## src/rtl/pcs_pack_pkg.sv

```systemverilog
// Shared PCS packet definitions: type codes, header field positions and the receive FSM states.
// Used by both the RX unpacker and the TX packer.
package pcs_pack_pkg;

    localparam logic [7:0] PKT_VIDEO  = 8'h01;
    localparam logic [7:0] PKT_AUDIO0 = 8'h02;
    localparam logic [7:0] PKT_AUDIO1 = 8'h03;
    localparam logic [7:0] PKT_UART   = 8'h04;
    localparam logic [7:0] PKT_TIMING = 8'h05;
    localparam logic [7:0] PKT_VSYNC  = 8'h06;

    localparam int HDR_TYPE_MSB = 63;
    localparam int HDR_TYPE_LSB = 56;
    localparam int HDR_LEN_MSB  = 55;
    localparam int HDR_LEN_LSB  = 48;

    // Timing header payload fields inside the type-specific area
    localparam int TIM_RES_MSB   = 47;
    localparam int TIM_RES_LSB   = 40;
    localparam int TIM_LOCK_BIT  = 39;
    localparam int TIM_WIDTH_MSB = 38;
    localparam int TIM_WIDTH_LSB = 26;
    localparam int TIM_HEIGH_MSB = 25;
    localparam int TIM_HEIGH_LSB = 13;

    typedef enum logic [2:0] {
        ST_IDLE,
        ST_VIDEO,
        ST_AUDIO0,
        ST_AUDIO1,
        ST_UART,
        ST_DROP
    } rx_state_e;

    function automatic logic [63:0] make_header(input logic [7:0] pkt_type,
                                                input logic [7:0] pkt_len,
                                                input logic [47:0] info);
        return {pkt_type, pkt_len, info};
    endfunction

endpackage

```

## src/rtl/pcs_rx_hdr_decode.sv

```systemverilog
// Combinational header field extraction and legality check.
// A UART header is always reported legal; whether it is serviced is decided by the unpacker.
module pcs_rx_hdr_decode
    import pcs_pack_pkg::*;
#(
    parameter int p_video_max_len = 240
) (
    input  logic [63:0] i_hdr,
    output logic [7:0]  o_type,
    output logic [7:0]  o_len,
    output logic        o_legal
);

    always_comb begin
        o_type  = i_hdr[HDR_TYPE_MSB:HDR_TYPE_LSB];
        o_len   = i_hdr[HDR_LEN_MSB:HDR_LEN_LSB];
        o_legal = 1'b0;
        case (o_type)
            PKT_VIDEO:  o_legal = (int'(o_len) <= p_video_max_len);
            PKT_AUDIO0: o_legal = 1'b1;
            PKT_AUDIO1: o_legal = 1'b1;
            PKT_UART:   o_legal = 1'b1;
            // Control headers carry no payload words
            PKT_TIMING: o_legal = (o_len == 8'd0);
            PKT_VSYNC:  o_legal = (o_len == 8'd0);
            default:    o_legal = 1'b0;
        endcase
    end

endmodule

```

## src/rtl/pcs_rx_unpack.sv

```systemverilog
// PCS receive unpacker: routes payload words to video/audio/UART writers and decodes control headers.
// Define PCS_RX_UART_EN to service UART packets; otherwise they are silently dropped.
module pcs_rx_unpack
    import pcs_pack_pkg::*;
#(
    parameter int p_debug_en      = 0,
    parameter int p_video_max_len = 240
) (
    input  logic        i_pcs_clk,
    input  logic        i_rst_n,
    input  logic        i_pcs_valid,
    input  logic        i_pcs_head,
    input  logic [63:0] i_pcs_data,
    output logic        o_video_wr_en,
    output logic [63:0] o_video_data,
    input  logic        i_video_full,
    output logic        o_audio0_wr_en,
    output logic [63:0] o_audio0_data,
    output logic        o_audio1_wr_en,
    output logic [63:0] o_audio1_data,
    output logic        o_uart_wr_en,
    output logic [31:0] o_uart_data,
    output logic        o_vsyn_pulse,
    output logic [7:0]  o_resolution,
    output logic        o_video_lock,
    output logic [12:0] o_width,
    output logic [12:0] o_heigh,
    output logic [15:0] o_err_cnt,
    output logic        o_video_ovf,
    output logic [2:0]  o_dbg_state,
    output logic [7:0]  o_dbg_cnt
);

    rx_state_e   state_q, state_d;
    logic [7:0]  cnt_q, cnt_d;
    logic [7:0]  hdr_type;
    logic [7:0]  hdr_len;
    logic        hdr_legal;

    logic        err_hit;
    logic        vid_wr_d, a0_wr_d, a1_wr_d, uart_wr_d;
    logic        vsyn_d, tim_ld_d, ovf_set;

    logic        vid_wr_q, a0_wr_q, a1_wr_q, vsyn_q, lock_q, ovf_q;
    logic [63:0] vid_data_q, a0_data_q, a1_data_q;
    logic [7:0]  res_q;
    logic [12:0] width_q, heigh_q;
    logic [15:0] err_cnt_q;

    pcs_rx_hdr_decode #(
        .p_video_max_len(p_video_max_len)
    ) u_hdr_decode (
        .i_hdr  (i_pcs_data),
        .o_type (hdr_type),
        .o_len  (hdr_len),
        .o_legal(hdr_legal)
    );

    always_comb begin
        state_d   = state_q;
        cnt_d     = cnt_q;
        err_hit   = 1'b0;
        vid_wr_d  = 1'b0;
        a0_wr_d   = 1'b0;
        a1_wr_d   = 1'b0;
        uart_wr_d = 1'b0;
        vsyn_d    = 1'b0;
        tim_ld_d  = 1'b0;
        ovf_set   = 1'b0;
        if (i_pcs_valid) begin
            if (i_pcs_head) begin
                // A truncated packet and an illegal header in one cycle still count once
                err_hit = (cnt_q != 8'd0) || !hdr_legal;
                cnt_d   = hdr_len;
                state_d = ST_IDLE;
                if (hdr_len != 8'd0) begin
                    state_d = ST_DROP;
                    if (hdr_legal) begin
                        case (hdr_type)
                            PKT_VIDEO:  state_d = ST_VIDEO;
                            PKT_AUDIO0: state_d = ST_AUDIO0;
                            PKT_AUDIO1: state_d = ST_AUDIO1;
`ifdef PCS_RX_UART_EN
                            PKT_UART:   state_d = ST_UART;
`endif
                            default:    state_d = ST_DROP;
                        endcase
                    end
                end else if (hdr_legal) begin
                    tim_ld_d = (hdr_type == PKT_TIMING);
                    vsyn_d   = (hdr_type == PKT_VSYNC);
                end
            end else if (cnt_q == 8'd0) begin
                err_hit = 1'b1;
            end else begin
                cnt_d = cnt_q - 8'd1;
                if (cnt_q == 8'd1) begin
                    state_d = ST_IDLE;
                end
                case (state_q)
                    ST_VIDEO: begin
                        ovf_set  = i_video_full;
                        vid_wr_d = !i_video_full;
                    end
                    ST_AUDIO0: a0_wr_d   = 1'b1;
                    ST_AUDIO1: a1_wr_d   = 1'b1;
                    ST_UART:   uart_wr_d = 1'b1;
                    default: ;
                endcase
            end
        end
    end

    always_ff @(posedge i_pcs_clk or negedge i_rst_n) begin
        if (!i_rst_n) begin
            state_q    <= ST_IDLE;
            cnt_q      <= 8'd0;
            vid_wr_q   <= 1'b0;
            a0_wr_q    <= 1'b0;
            a1_wr_q    <= 1'b0;
            vsyn_q     <= 1'b0;
            vid_data_q <= 64'd0;
            a0_data_q  <= 64'd0;
            a1_data_q  <= 64'd0;
            res_q      <= 8'd0;
            lock_q     <= 1'b0;
            width_q    <= 13'd0;
            heigh_q    <= 13'd0;
            ovf_q      <= 1'b0;
            err_cnt_q  <= 16'd0;
        end else begin
            state_q  <= state_d;
            cnt_q    <= cnt_d;
            vid_wr_q <= vid_wr_d;
            a0_wr_q  <= a0_wr_d;
            a1_wr_q  <= a1_wr_d;
            vsyn_q   <= vsyn_d;
            if (vid_wr_d) vid_data_q <= i_pcs_data;
            if (a0_wr_d)  a0_data_q  <= i_pcs_data;
            if (a1_wr_d)  a1_data_q  <= i_pcs_data;
            if (tim_ld_d) begin
                res_q   <= i_pcs_data[TIM_RES_MSB:TIM_RES_LSB];
                lock_q  <= i_pcs_data[TIM_LOCK_BIT];
                width_q <= i_pcs_data[TIM_WIDTH_MSB:TIM_WIDTH_LSB];
                heigh_q <= i_pcs_data[TIM_HEIGH_MSB:TIM_HEIGH_LSB];
            end
            if (ovf_set) begin
                ovf_q <= 1'b1;
            end else if (vsyn_d) begin
                ovf_q <= 1'b0;
            end
            if (err_hit && (err_cnt_q != 16'hFFFF)) begin
                err_cnt_q <= err_cnt_q + 16'd1;
            end
        end
    end

`ifdef PCS_RX_UART_EN
    logic        uart_wr_q;
    logic [31:0] uart_data_q;

    always_ff @(posedge i_pcs_clk or negedge i_rst_n) begin
        if (!i_rst_n) begin
            uart_wr_q   <= 1'b0;
            uart_data_q <= 32'd0;
        end else begin
            uart_wr_q <= uart_wr_d;
            if (uart_wr_d) uart_data_q <= i_pcs_data[31:0];
        end
    end

    assign o_uart_wr_en = uart_wr_q;
    assign o_uart_data  = uart_data_q;
`else
    assign o_uart_wr_en = 1'b0;
    assign o_uart_data  = 32'd0;
`endif

    assign o_video_wr_en  = vid_wr_q;
    assign o_video_data   = vid_data_q;
    assign o_audio0_wr_en = a0_wr_q;
    assign o_audio0_data  = a0_data_q;
    assign o_audio1_wr_en = a1_wr_q;
    assign o_audio1_data  = a1_data_q;
    assign o_vsyn_pulse   = vsyn_q;
    assign o_resolution   = res_q;
    assign o_video_lock   = lock_q;
    assign o_width        = width_q;
    assign o_heigh        = heigh_q;
    assign o_err_cnt      = err_cnt_q;
    assign o_video_ovf    = ovf_q;

    generate
        if (p_debug_en != 0) begin : g_dbg
            assign o_dbg_state = state_q;
            assign o_dbg_cnt   = cnt_q;
        end else begin : g_no_dbg
            assign o_dbg_state = 3'd0;
            assign o_dbg_cnt   = 8'd0;
        end
    endgenerate

endmodule
```

## config.mk

```make
export PLATFORM = sky130hd
export DESIGN_NAME = pcs_rx_unpack
export DESIGN_NICKNAME = d
export VERILOG_FILES = /design/src/rtl/pcs_pack_pkg.sv /design/src/rtl/pcs_rx_hdr_decode.sv /design/src/rtl/pcs_rx_unpack.sv
export SDC_FILE = /design/constraint.sdc
export NUM_CORES = 1
export LEC_CHECK = 0
export ABC_AREA = 0
export CAP_MARGIN = 20
export CORE_ASPECT_RATIO = 1.2
export CORE_MARGIN = 3
export CORE_UTILIZATION = 51
export CTS_BUF_LIST = sky130_fd_sc_hd__clkbuf_8
export DETAILED_ROUTE_END_ITERATION = 10
export PLACE_DENSITY = 0.85
export SLEW_MARGIN = 30
export SYNTH_ARGS = -nofsm -noshare
export SYNTH_HDL_FRONTEND = slang
export SYNTH_HIERARCHICAL = 1
export SYNTH_SLANG_ARGS = --single-unit
```

## constraint.sdc

```tcl
create_clock -name i_pcs_clk -period 4.25 [get_ports i_pcs_clk]
set_input_delay 0.425 -clock i_pcs_clk [delete_from_list [all_inputs] [get_ports i_pcs_clk]]
set_output_delay 0.425 -clock i_pcs_clk [all_outputs]
set_load 0.02 [all_outputs]
```

# ---- Word-level counts from Yosys, hierarchy flattened
# Index checks and enable logic that the tools add are counted.
dict set report op_classes {
  add_sub_neg 2
  n_eq_ne 12
  reduce_logical 14
  magnitude_cmp 1
  n_mux 38
}
# op n
set op_table {}
lappend op_table {{1-bit 2-to-1 mux} 29}
lappend op_table {{8-bit by 3-bit equality test with 1-bit output (second input constant)} 3}
lappend op_table {{16-bit by 1-bit adder with 16-bit output (second input constant)} 1}
lappend op_table {{8-bit by 1-bit equality test with 1-bit output (second input constant)} 2}
lappend op_table {{8-bit by 2-bit equality test with 1-bit output (second input constant)} 2}
lappend op_table {{8-bit zero test} 2}
lappend op_table {{8-bit 2-to-1 mux} 2}
lappend op_table {{16-bit != test (second input constant)} 1}
lappend op_table {{8-bit nonzero test} 2}
lappend op_table {{3-bit 2-to-1 mux} 5}
lappend op_table {{3-bit one-hot mux with 3 select lines} 1}
lappend op_table {{8-bit <= comparator (second input constant)} 1}
lappend op_table {{8-bit by 1-bit subtractor with 8-bit output (second input constant)} 1}
lappend op_table {{3-bit by 2-bit equality test with 1-bit output (second input constant)} 2}
lappend op_table {{2-bit nonzero test} 2}
lappend op_table {{3-bit by 1-bit equality test with 1-bit output (second input constant)} 1}
lappend op_table {{1-bit one-hot mux with 3 select lines} 1}
lappend op_table {{3-bit AND reduction} 1}
lappend op_table {{3-bit OR reduction} 1}
lappend op_table {{1-bit zero test} 2}
lappend op_table {{2-bit != test (second input constant)} 1}
lappend op_table {{2-bit AND reduction} 1}
lappend op_table {{2-bit OR reduction} 1}
lappend op_table {{1-bit logical AND} 1}
lappend op_table {{1-bit logical OR} 1}
dict set report totals {
  out_inout_bits 292
  input_bits 69
  ff_bits 259
  word_cells 82
}

# ---- Logic depth before layout (Yosys ltp)
dict set report depth {
  depth_word 9
  depth_mapped 9
  ltp_nobuf 8
}

# ---- Hierarchy
# Netlist, hierarchy kept.
# mod n_inst area_per_inst_um2 seq_area_each_um2 cells_each
set modules_own_cells {}
lappend modules_own_cells {pcs_rx_unpack 1 10620.2 6481.2 698}
lappend modules_own_cells {pcs_rx_hdr_decode 1 190.2 0.0 28}

# ---- Least setup slack after synthesis
# Ideal clock, no wire load.
dict set report synth_timing {
  kind {input to register}
  start {in i_pcs_data[59]}
  end {reg heigh_q[10], in the netlist o_heigh[10]}
  arrival_ns 2.778
  cell_stages 7
  setup_ns 0.125
  setup_slack_ns 1.347
  required_ns 4.125
  path_buffers 1
  cell_sequence {or4_1 -> or3_1 -> a21oi_1 -> nand3b_1 -> nor4_2 -> buf_2 -> mux2_2}
}
dict set report synth_via {
  elab_chain_cells 7
  word_cells_on_any_way 13
  cone_classes {eq/ne: 6; mux: 5; reduce/logical: 2}
}
# element line_no
set synth_rtl {}
lappend synth_rtl {{start, declared} pcs_rx_unpack.sv:13} ;# input logic [63:0] i_pcs_data,
lappend synth_rtl {{8-bit by 2-bit equality test with 1-bit output or 8-bit by 3-bit equality test with 1-bit output (tied branches)} pcs_rx_hdr_decode.sv:18} ;# case (o_type)
lappend synth_rtl {{3-bit OR reduction (no line) or 2-bit OR reduction (tied branches)} -}
lappend synth_rtl {{1-bit one-hot mux with 3 select lines *} pcs_rx_hdr_decode.sv:18}
lappend synth_rtl {{via hdr_legal} pcs_rx_unpack.sv:38} ;# logic hdr_legal;
lappend synth_rtl {{1-bit 2-to-1 mux *} pcs_rx_unpack.sv:89} ;# end else if (hdr_legal) begin
lappend synth_rtl {{1-bit 2-to-1 mux *} pcs_rx_unpack.sv:76} ;# if (hdr_len != 8'd0) begin
lappend synth_rtl {{1-bit 2-to-1 mux *} pcs_rx_unpack.sv:71} ;# if (i_pcs_head) begin
lappend synth_rtl {{1-bit 2-to-1 mux *} pcs_rx_unpack.sv:70} ;# if (i_pcs_valid) begin
lappend synth_rtl {{end signal, assigned} pcs_rx_unpack.sv:145} ;# heigh_q <= i_pcs_data[TIM_HEIGH_MSB:TIM_HEIGH_LSB];
lappend synth_rtl {{end, declared} pcs_rx_unpack.sv:47} ;# logic [12:0] width_q, heigh_q;
# Mark *: on every way through the listed nets, which the timed path passes. The rest lies on a longest branch.
# A chain may end at the register's enable or synchronous reset.

# ---- Worst setup path in the final report
dict set report layout_timing {
  start {reg cnt_q[0]}
  end {reg vid_data_q[1], in the netlist o_video_data[1]}
}
dict set report layout_via {
  elab_chain_cells 4
}
# element line_no
set layout_rtl {}
lappend layout_rtl {{start, declared} pcs_rx_unpack.sv:35} ;# logic [7:0] cnt_q, cnt_d;
lappend layout_rtl {{start signal, assigned} pcs_rx_unpack.sv:133} ;# cnt_q <= cnt_d;
lappend layout_rtl {{8-bit zero test} pcs_rx_unpack.sv:93} ;# end else if (cnt_q == 8'd0) begin
lappend layout_rtl {{1-bit 2-to-1 mux} pcs_rx_unpack.sv:93}
lappend layout_rtl {{1-bit 2-to-1 mux} pcs_rx_unpack.sv:71}
lappend layout_rtl {{1-bit 2-to-1 mux} pcs_rx_unpack.sv:70}
lappend layout_rtl {{end signal, assigned} pcs_rx_unpack.sv:138} ;# if (vid_wr_d) vid_data_q <= i_pcs_data;
lappend layout_rtl {{end, declared} pcs_rx_unpack.sv:45} ;# logic [63:0] vid_data_q, a0_data_q, a1_data_q;
# No other way between the ends.

==> impl_metrics.csv <==
group,metric,value,unit
die,placement_rows,57,
routing,drt_pass1_iterations,4,
worst_setup_path,critPathKind,"reg2reg",
synth,instance_count_of_the_mapped_netlist,726,
synth,synth.cells.most_frequent,"dfrtp_1, mux2_2, buf_4, mux2_4, buf_2",
worst_setup_path,ff2ff_setup_slack,0.90,ns
worst_setup_path,critical_path_peak_fanout,38,
global_route,antenna_found_initial,0,
finish,final_design_area_excluding_fillers,14900,um2
die,floorplan.die_area,23000,um2
hold_path,worst_hold_path.num_cells,1,
routing,post_detailed_route_drc_marker_count,0,
placed_design,gpl.final_weighted_congestion,0.844,
global_route,vias_in_the_first_global_route,7465,
synth,synthesis.area_per_instance,14.9,um2
sta,unrepaired_setup_endpoints_after_global_routing,"no",
routing,detail-route-antenna-nets,0,
die,die_width,139,um
synth,top_post_synthesis_cells_by_area,"dfrtp_1, mux2_2, mux2_4",
finish,post-route-util,72.3,%
finish,final_net_count,1123,
clock_network,cts_sinks,259,
sta,worst_slew_margin_rel,43.2,%
global_route,grt_start_max_net_pins,113,
clock_network,post-cts-setup-buffers,0,
power_and_ir_drop,power,6530,uW
die,top_level_ports,361,
clock_network,cts_made_buffers,41,
die,fp.coreArea,20500,um2
placed_design,place_area,14000,um2
sta,worst_clock_skew,0.0175,ns
worst_setup_path,timing.rr.start,"cnt_q[0]$_DFFE_PN0P_",
synth,synth_top_flop_cell,"dfrtp_1",
routing,first_iter_violations,252,
placed_design,placement.setup.worst_slack,0.686,ns
finish,antenna_cells_inserted,0,
clock_network,tritoncts_clock_tree,"done",
die,die_height,165,um
power_and_ir_drop,ir_drop,0.375,mV
sta,fin_crit,3.35,ns
sta,worst_pin_slew,0.852,ns
sta,timing.final.crit_share,78.8,%
synth,muxShareOfSynthArea,25.5,%
synth,synth_xor_area_share,1.05,%
clock_network,clock_path_buffers,3,
synth,synthMostInstantiatedCell,"dfrtp_1",
worst_setup_path,cp.arrival,3.75,ns
global_route,gr_overflow_total,0,
clock_network,cts_max_level,2,
clock_network,cts.reportedPaths.clkPinSlew,0.07,ns
worst_setup_path,reg2regPathDepth,8,
synth,synth_top_family_by_area,"multiplexers",
synth,synth_adder_area_share,0.463,%
hold_path,holdCritPathClass,"reg2reg",
worst_setup_path,critical_path.endpoint_type,"flip-flop",
routing,wirelength,27400,um
routing,vias,7062,
synth,synth-warning-count,6,
synth,netlist.area_leader.share,60.0,%
synth,mappedNetlistArea,10800,um2
finish,syn2layout_area_growth,37.4,%
run,max-cap-violations,0,
routing,drt-wirelength-per-cell,20.4,um
status,outcome,"completed",
sta,final_hold_viol_count,0,
worst_setup_path,critical_path.startpoint_type,"flip-flop",
global_route,globalRouteTotalUtil,23.4,%
clock_network,cts_root_buf,"clkbuf_8",
power_and_ir_drop,leakage,0.00706,uW
synth,synth_edf_count,0,
die,floorplan.initialDensity,52.6,%
synth,post_synth_num_cell_types,49,
hold_path,hp-start,"o_video_data[12]$_DFFE_PN0P_",
clock_network,cts_hold_repair.buffers,1,
worst_setup_path,crit-reg2reg-capture,"o_video_data[1]$_DFFE_PN0P_",
sta,finalSetupTns,0,ns
synth,ys_seq_area_share,60.0,%
placed_design,portBuffers,316,
sta,post-route-worst-setup-slack,0.900,ns
clock_network,cts-resized-gates,0,
global_route,global_route_wire_length_before_repair,42900,um
synth,synth_compound_gate_area_share,2.29,%
worst_setup_path,required,4.65,ns
routing,drt-vias-per-instance,5.25,
sta,final_max_slew_viol_count,0,
synth,synth_top_cell_by_area,"dfrtp_1",
synth,synthArstFlopShare,100,%
sta,fmax,298,MHz
sta,final-setup-viol-count,0,
placed_design,dp_hpwl,18800,um
clock_network,clock_latency,0.53,ns
synth,yosys_register_bits,259,
power_and_ir_drop,pwr_density_cell,440,nW/um2
finish,layout_cells_sized_above_1,28.6,%
synth,synthSimpleGateAreaFrac,4.50,%
hold_path,worst_hold_path.endpoint,"o_video_data[12]$_DFFE_PN0P_",
## power breakdown
group	leakage [uW]	internal, uW	switching, uW	total, uW
logic	0.00309	745	681	1430
registers	0.00347	2720	182	2900
clock network	0.000502	1260	946	2200
## worst max path at each step
| stage | depth (start not counted) | end | startpoint | slack, ns |
|---|---|---|---|---|
| after floorplan | 7 | o_heigh[10]$_DFFE_PN0P_ | i_pcs_data[59] | 1.35 |
| after global placement | 8 | o_width[9]$_DFFE_PN0P_ | i_pcs_data[59] | 0.76 |
| after detailed placement | 8 | o_width[4]$_DFFE_PN0P_ | i_pcs_data[59] | 0.69 |
| after CTS | 8 | o_video_data[10]$_DFFE_PN0P_ | cnt_q[0]$_DFFE_PN0P_ | 0.89 |
| after global routing | 8 | o_video_data[12]$_DFFE_PN0P_ | cnt_q[0]$_DFFE_PN0P_ | 0.76 |
| final | 8 | o_video_data[1]$_DFFE_PN0P_ | cnt_q[0]$_DFFE_PN0P_ | 0.90 |
## through the flow
stage | hold slack, ns | std cells
2_1_floorplan | 0.129 | 769
3_3_place_gp | 0.487 | 1271
3_5_place_dp | 0.492 | 1271
4_1_cts | 0.485 | 1346
5_1_grt | 0.509 | 1346
6_report | 0.500 | 1346
## flip-flops by register name (all words and copies together), names as in the netlist, 3 cells and up
name	flops
o_audio1_data	64
state_q	3
o_width	13
o_audio0_data	64
o_err_cnt	16
o_video_data	64
o_resolution	8
o_heigh	13
cnt_q	8
## routing by layer
metal | part of all wire (%) | vias to the layer above | routed length, um | global-route usage [%]
met5 | 0 | - | 0 | 0
met4 | 3.3 | 0 | 908 | 8.50
met3 | 7.7 | 58 | 2120 | 6.80
met2 | 51 | 323 | 13900 | 40.3
met1 | 38 | 3551 | 10500 | 28.3
li1 | - | 3130 | - | -
## cell families after synthesis
family | after synthesis
muxes | 229
DFF | 259
buffers and inverters | 99
adders and majority gates | 4
other | 1
and+or+nand+nor | 83
xor gates and xnor gates | 13
AOI/OAI and AO/OA | 38
## area by class of cell
class	instances	area, um2
well taps	265	332
fillers	1351	5690
repair buffers	328	3270
inverters	9	33.8
clock buffers	54	743
clock inverters	20	136
multi-input cells	411	3850
flip-flops and latches	259	6480
## cells in the final DEF, fill, tap and decap left out, drive strengths merged, types with 3 or more instances in the layout
master and n:
a21oi 12, and3 6, and4 3, buf 12, clkbuf 54, clkdlybuf4s50 315, clkinv 4, conb 44
dfrtp 259, ha 4, inv 22, mux2 228, nand2 18, nand3 7, nand4 7, nor2 8
nor2b 4, nor3 7, nor4 9, o21ai 10, or3 3, xnor2 12
## critical path, stage by stage (launching register included)
cell and delay [ns]:
dfrtp_1 0.43, inv_1 0.14, ha_1 0.18, or4b_2 0.68, o21ai_2 0.28, or3_4 0.22
or4b_4 0.55, buf_12 0.36, mux2_2 0.37
No activity file was read; power rests on OpenSTA's default activity.
